`config.mk`:
```
export PLATFORM = sky130hd
export DESIGN_NAME = mem_port_arbiter
export DESIGN_NICKNAME = d
export VERILOG_FILES = /design/src/rtl/mem_port_arbiter.sv
export SDC_FILE = /design/constraint.sdc
export NUM_CORES = 1
export LEC_CHECK = 0
export ABC_AREA = 1
export ABC_CLOCK_PERIOD_IN_PS = 4500
export CORE_MARGIN = 2
export CORE_UTILIZATION = 47
export DETAILED_ROUTE_END_ITERATION = 6
export PLACE_DENSITY = 0.87
export SKIP_LAST_GASP = 1
export SLEW_MARGIN = 20
export SYNTH_ARGS = -nofsm -noshare
export SYNTH_HDL_FRONTEND = slang
export SYNTH_SLANG_ARGS = --single-unit
```
`constraint.sdc`:
```
create_clock -name i_clk -period 4.5 [get_ports i_clk]
set_input_delay 1.35 -clock i_clk [delete_from_list [all_inputs] [get_ports i_clk]]
set_output_delay 1.35 -clock i_clk [all_outputs]
set_load 0.005 [all_outputs]
```
`src/rtl/mem_port_arbiter.sv`:
```
// mem_port_arbiter
// Shares one single-port memory between the fetch stage (IF) and the memory
// stage (MEM). One transaction at a time is sequenced on the shared port as
// IDLE -> ISSUE -> (WAIT) -> DONE. The read data goes back to whichever
// requester owns the transaction, as a one-cycle valid pulse. MEM normally
// has priority, but a streak counter hands the port to IF after
// P_DM_STREAK_MAX MEM grants in a row while IF is waiting.
module mem_port_arbiter #(
    parameter int P_DATA_WIDTH    = 32,
    parameter int P_ADDR_WIDTH    = 10,
    parameter int P_DM_STREAK_MAX = 4
) (
    input  logic                      i_clk,
    input  logic                      i_rst_n,
    // fetch port
    input  logic                      i_if_req,
    input  logic [P_ADDR_WIDTH-1:0]   i_if_addr,
    input  logic                      i_if_flush,
    output logic [P_DATA_WIDTH-1:0]   o_if_rdata,
    output logic                      o_if_valid,
    // memory-stage port
    input  logic                      i_dm_req,
    input  logic                      i_dm_we,
    input  logic [P_DATA_WIDTH/8-1:0] i_dm_be,
    input  logic [P_ADDR_WIDTH-1:0]   i_dm_addr,
    input  logic [P_DATA_WIDTH-1:0]   i_dm_wdata,
    output logic [P_DATA_WIDTH-1:0]   o_dm_rdata,
    output logic                      o_dm_valid,
    // shared memory port
    output logic                      o_mem_req,
    output logic                      o_mem_we,
    output logic [P_DATA_WIDTH/8-1:0] o_mem_be,
    output logic [P_ADDR_WIDTH-1:0]   o_mem_addr,
    output logic [P_DATA_WIDTH-1:0]   o_mem_wdata,
    input  logic                      i_mem_gnt,
    input  logic                      i_mem_rvalid,
    input  logic [P_DATA_WIDTH-1:0]   i_mem_rdata,
    // hazard-unit holds
    output logic                      o_stall_f,
    output logic                      o_stall_m
);

    localparam int LP_BE_W = P_DATA_WIDTH / 8;
    localparam int LP_SW   = $clog2(P_DM_STREAK_MAX + 1);
    localparam logic [LP_SW-1:0] LP_STREAK_MAX = LP_SW'(P_DM_STREAK_MAX);

    typedef enum logic [1:0] {
        S_IDLE  = 2'd0,
        S_ISSUE = 2'd1,
        S_WAIT  = 2'd2,
        S_DONE  = 2'd3
    } state_t;

    typedef enum logic {
        OWN_IF = 1'b0,
        OWN_DM = 1'b1
    } owner_t;

    state_t                    r_state;
    owner_t                    r_owner;
    logic                      r_killed;
    logic [LP_SW-1:0]          r_dm_streak;
    logic                      r_mem_req;
    logic                      r_mem_we;
    logic [LP_BE_W-1:0]        r_mem_be;
    logic [P_ADDR_WIDTH-1:0]   r_mem_addr;
    logic [P_DATA_WIDTH-1:0]   r_mem_wdata;
    logic                      r_if_valid;
    logic                      r_dm_valid;
    logic [P_DATA_WIDTH-1:0]   r_if_rdata;
    logic [P_DATA_WIDTH-1:0]   r_dm_rdata;

    logic w_if_cand;
    logic w_any_req;
    logic w_streak_full;
    logic w_grant_if;
    logic w_in_flight;
    logic w_capture;
    logic w_kill;

    // A flushed fetch takes no part in arbitration that cycle.
    assign w_if_cand     = i_if_req & ~i_if_flush;
    assign w_any_req     = w_if_cand | i_dm_req;
    assign w_streak_full = (r_dm_streak == LP_STREAK_MAX);
    assign w_grant_if    = w_if_cand & (~i_dm_req | w_streak_full);
    assign w_in_flight   = (r_state == S_ISSUE) | (r_state == S_WAIT);
    // rvalid only counts once the request has been accepted (same cycle or earlier).
    assign w_capture     = ((r_state == S_ISSUE) & i_mem_gnt & i_mem_rvalid) |
                           ((r_state == S_WAIT) & i_mem_rvalid);
    assign w_kill        = w_in_flight & (r_owner == OWN_IF) & i_if_flush;

    // Transaction FSM with registered port payload, valid pulses and return data.
    always_ff @(posedge i_clk or negedge i_rst_n) begin
        if (!i_rst_n) begin
            r_state     <= S_IDLE;
            r_owner     <= OWN_IF;
            r_killed    <= 1'b0;
            r_dm_streak <= '0;
            r_mem_req   <= 1'b0;
            r_mem_we    <= 1'b0;
            r_mem_be    <= '0;
            r_mem_addr  <= '0;
            r_mem_wdata <= '0;
            r_if_valid  <= 1'b0;
            r_dm_valid  <= 1'b0;
            r_if_rdata  <= '0;
            r_dm_rdata  <= '0;
        end else begin
            r_if_valid <= 1'b0;
            r_dm_valid <= 1'b0;
            case (r_state)
                S_IDLE: begin
                    if (w_any_req) begin
                        r_state   <= S_ISSUE;
                        r_mem_req <= 1'b1;
                        r_killed  <= 1'b0;
                        if (w_grant_if) begin
                            r_owner     <= OWN_IF;
                            r_mem_we    <= 1'b0;
                            r_mem_be    <= '1;
                            r_mem_addr  <= i_if_addr;
                            r_mem_wdata <= '0;
                            r_dm_streak <= '0;
                        end else begin
                            r_owner     <= OWN_DM;
                            r_mem_we    <= i_dm_we;
                            r_mem_be    <= i_dm_be;
                            r_mem_addr  <= i_dm_addr;
                            r_mem_wdata <= i_dm_wdata;
                            // Count MEM wins only while IF is actually waiting.
                            if (!i_if_req) begin
                                r_dm_streak <= '0;
                            end else if (!w_streak_full) begin
                                r_dm_streak <= r_dm_streak + LP_SW'(1);
                            end
                        end
                    end
                end
                S_ISSUE: begin
                    if (w_kill) begin
                        r_killed <= 1'b1;
                    end
                    if (i_mem_gnt) begin
                        r_mem_req <= 1'b0;
                        r_state   <= i_mem_rvalid ? S_DONE : S_WAIT;
                    end
                end
                S_WAIT: begin
                    if (w_kill) begin
                        r_killed <= 1'b1;
                    end
                    if (i_mem_rvalid) begin
                        r_state <= S_DONE;
                    end
                end
                S_DONE: begin
                    r_state <= S_IDLE;
                end
                default: begin
                    r_state <= S_IDLE;
                end
            endcase

            // A flushed fetch still completes on the bus but never reaches IF.
            if (w_capture) begin
                if (r_owner == OWN_DM) begin
                    r_dm_valid <= 1'b1;
                    r_dm_rdata <= r_mem_we ? '0 : i_mem_rdata;
                end else if (!r_killed && !i_if_flush) begin
                    r_if_valid <= 1'b1;
                    r_if_rdata <= i_mem_rdata;
                end
            end
        end
    end

    assign o_mem_req   = r_mem_req;
    assign o_mem_we    = r_mem_we;
    assign o_mem_be    = r_mem_be;
    assign o_mem_addr  = r_mem_addr;
    assign o_mem_wdata = r_mem_wdata;
    assign o_if_valid  = r_if_valid;
    assign o_dm_valid  = r_dm_valid;
    assign o_if_rdata  = r_if_rdata;
    assign o_dm_rdata  = r_dm_rdata;

    // Holds drop in the same cycle the completion pulse rises; forced low in reset.
    assign o_stall_f = i_rst_n & i_if_req & ~r_if_valid & ~i_if_flush;
    assign o_stall_m = i_rst_n & i_dm_req & ~r_dm_valid;

endmodule

```
==> results.md <==
* Metal1 wirelength at 5530 um
* Final ANT Viol Nets at 0
* Seq/Total Area, Yosys at 0.585
* CTS clk-pin slew, worst paths at 0.05 ns
* Critical Path Max Stage Delay at 0.58 ns
* Largest family of logic cells by synthesized area: simple AND/OR/NAND/NOR gates
* Syn. warnings at 0
* Syn_area_per_cell at 8.60 um2
* Post-synthesis simple-gate area fraction at 0.264
* Final setup margin at 0.379 ns
* Share of the synthesized area in the top cell type at 0.585
* Dpl cells at 926
* Crit-path most repeated cell: clkdlybuf4s50_1
* Largest area contributor in the synthesized netlist: dfrtp_1
* CORE AREA at 10800 um2
* Crit path max-delay family: buffers and inverters
* First-pass GRT wire length at 23500 um
* Hold-fix buffers, CTS at 0
* Fill cells at 779
* Initial antenna violation count at 0
* # Post-CTS Setup Buffers at 0
* Met2 wire len at 7690 um
* Port-buffer cells at 211
* Crit path kind: in2out
* Die Y-Extent at 109 um
* CP Cell Sequence: clkdlybuf4s50_1 > nand2_2 > nor3_1 > clkdlybuf4s50_1
* Remaining DRCs at 0
* Final worst path period share at 0.916
* # IOs at 212
* Clk Latency, worst-skew pair at 0.51 ns
* Layout Cells excl Fill at 958
* Post-synthesis compound-gate area fraction at 0.0791
* Die area at 11900 um2
* Die width at 109 um
* Post-layout nets at 907
* H-tree depth at 4
* Fin util at 0.737
* Root buf cell: clkbuf_8
* Sink Count at 121
* GR Util All Layers at 0.258
* Most area-consuming cells after synthesis: dfrtp_1 59%, nand2_1 22%, o21ai_0 5.3%, inv_1 2.0%, nand3_1 1.7%
* Largest net degree at the start of global routing at 91
* Hold crit path type: reg2reg
* Post-CTS sizing at 0
* CTS tree: done
* Layout cell share with drive strength beyond 1 at 0.0685
* Iter 0 DRT Violations at 342
* Netlist Area Pre-Place at 5170 um2
* Site Rows at 38
* DR WL met3 at 844 um
* Slew headroom at 0.261
* Final count of pins violating max slew at 0
* Syn nets at 704
* PwrDens at 678 nW/um2
* Endpoint class of the critical path: output port
* Total grt overflow at 0
* Vias in the first global route at 4980
* Placement Setup Slack at 0.376 ns
* Worst VDD drop at 418 uV
* WL/cell at 15.1 um
* Vias at 4830
* 1st-pass router iterations at 5
* #FFs+latches synth at 121
* Ant diodes at 0
* XOR/XNOR Fraction of Synth Area at 0
* Achievable Freq at 0.243 GHz
* Final Skew at 0.00907 ns
* Initial Utilization at 0.479
* Mux contribution to synthesized area at 0
* Num CTS Buffers at 17
* Startpoint Class: input port
* P&R area growth vs syn at 53.7%
* Clock Path Buffers at 2
* Total wire length at 14500 um
* Gate Count Post-Synth at 602
* Max FO, Critical Path at 6
* Final min period at 4.12 ns
* Area share of fa/ha/maj cells after synthesis at 0.0145
* Max stage delay cell, worst path: clkdlybuf4s50_1
* Req. time, crit path at 3.15 ns
* WHS at 0.477 ns
* Leak at 3.88 nW
* Fin. Hold Viols at 0
* Buf/Inv on CP at 2
* Total of max-cap violations at 0
* Average via count per standard cell at 5.04
* Uppermost layer routed: met4
* Gpl congestion at 0.856
* Crit path DAT at 2.77 ns
* Worst-Margin Slew at 1.11 ns
* RSZ-0062 raised after global routing: no
* Final setup violation count at 0
* Synth cell types at 20
* Final setup TNS at 0 ns
* DP Wirelength at 10100 um
* Status: finished clean
layout by cell type, fill, tap and decap left out:
cell type,synthesis,final
clkinv_2,0,2
clkbuf_8,0,4
inv_1,27,27
nor2_1,6,6
nand2_1,298,297
nand2_2,3,4
a21oi_4,1,1
buf_12,0,1
clkdlybuf4s50_1,0,210
o21ai_2,10,10
nand4_1,2,2
or2_2,1,1
clkbuf_1,12,1
dfrtp_1,121,121
nor3_1,3,3
nor2_2,1,1
clkinvlp_4,0,4
o21ai_1,6,6
nand3b_1,10,10
nand3_1,18,18
o21ai_0,55,55
buf_4,0,4
buf_6,7,1
ha_1,6,6
clkinv_4,0,1
clkbuf_16,0,16
inv_2,2,2
bufinv_16,0,4
metal layers:
| layer | track usage | up-vias |
|---|---|---|
| met5 | 0 | - |
| met4 | 0.122 | 0 |
| met3 | 0.0675 | 37 |
| met2 | 0.448 | 175 |
| met1 | 0.295 | 2324 |
| li1 | - | 2294 |
Yosys cell counts, drive strengths merged:
cell type and instances:
a21oi 1, buf 20, clkbuf 12, dfrtp 121
ha 6, inv 29, nand2 301, nand3 18
nand3b 10, nand4 2, nor2 7, nor3 3
o21ai 71, or2 1
metrics by stage:
stage | total power, mW | instance area [um2]
4_1_cts | 5.44 | 7950
6_report | 5.39 | 7960
3_5_place_dp | 3.98 | 7320
2_1_floorplan | 2.72 | 5170
5_1_grt | 5.75 | 7960
3_3_place_gp | 3.87 | 7320
power by group:
part / internal [mW] / total [mW] / switching [mW]
Combinational: 1.17 / 2.11 / 0.937
Sequential: 1.59 / 1.87 / 0.285
Clock: 0.942 / 1.41 / 0.473
Total: 3.70 / 5.39 / 1.69
worst reg2reg max path, cell delays in order (launching register included):
cell	delay (ns)
dfrtp_1	0.41
inv_1	0.12
ha_1	0.20
nand3_1	0.08
nand2_1	0.10
nand2_2	0.55
o21ai_0	0.52
area by class of cell:
cell class | instances | area, um2 | share of cell area
clock inverters | 11 | 169 | 0.0212
inverters | 29 | 109 | 0.0137
multi-input cells | 420 | 1850 | 0.233
well taps | 140 | 175 | 0.0220
flip-flops and latches | 121 | 3030 | 0.381
repair buffers | 216 | 2160 | 0.272
clock buffers | 21 | 459 | 0.0577
flip-flops by register name, indices dropped and copies added (netlist names), 2 cells and up:
signal,cells
o_dm_rdata,32
o_mem_be,4
o_mem_wdata,32
o_mem_addr,10
r_dm_streak,3
r_state,2
o_if_rdata,32
logic make-up after synthesis:
group | after synthesis
flops | 121
simple gates | 342
compound gates | 72
fa+ha+maj | 6
buf+inv | 61
path summary, 6_finish.rpt:
check | slack, ns | start | cells past startpoint | endpoint
worst min register to register | 0.48 | o_if_rdata[24]$_DFFE_PN0P_ | 2 | o_if_rdata[24]$_DFFE_PN0P_
worst max register to register | 2.41 | r_state[1]$_DFFE_PN0P_ | 6 | o_dm_rdata[10]$_DFFE_PN0P_
max in group asynchronous | 2.51 | i_rst_n | 3 | o_dm_rdata[9]$_DFFE_PN0P_
min in group asynchronous | 0.87 | i_rst_n | 2 | o_mem_be[2]$_DFFE_PN0P_
worst max-delay path | 0.38 | i_if_req | 4 | o_stall_f
worst min-delay path | 0.48 | o_if_rdata[24]$_DFFE_PN0P_ | 2 | o_if_rdata[24]$_DFFE_PN0P_
Power figures use the tool's default switching activity.
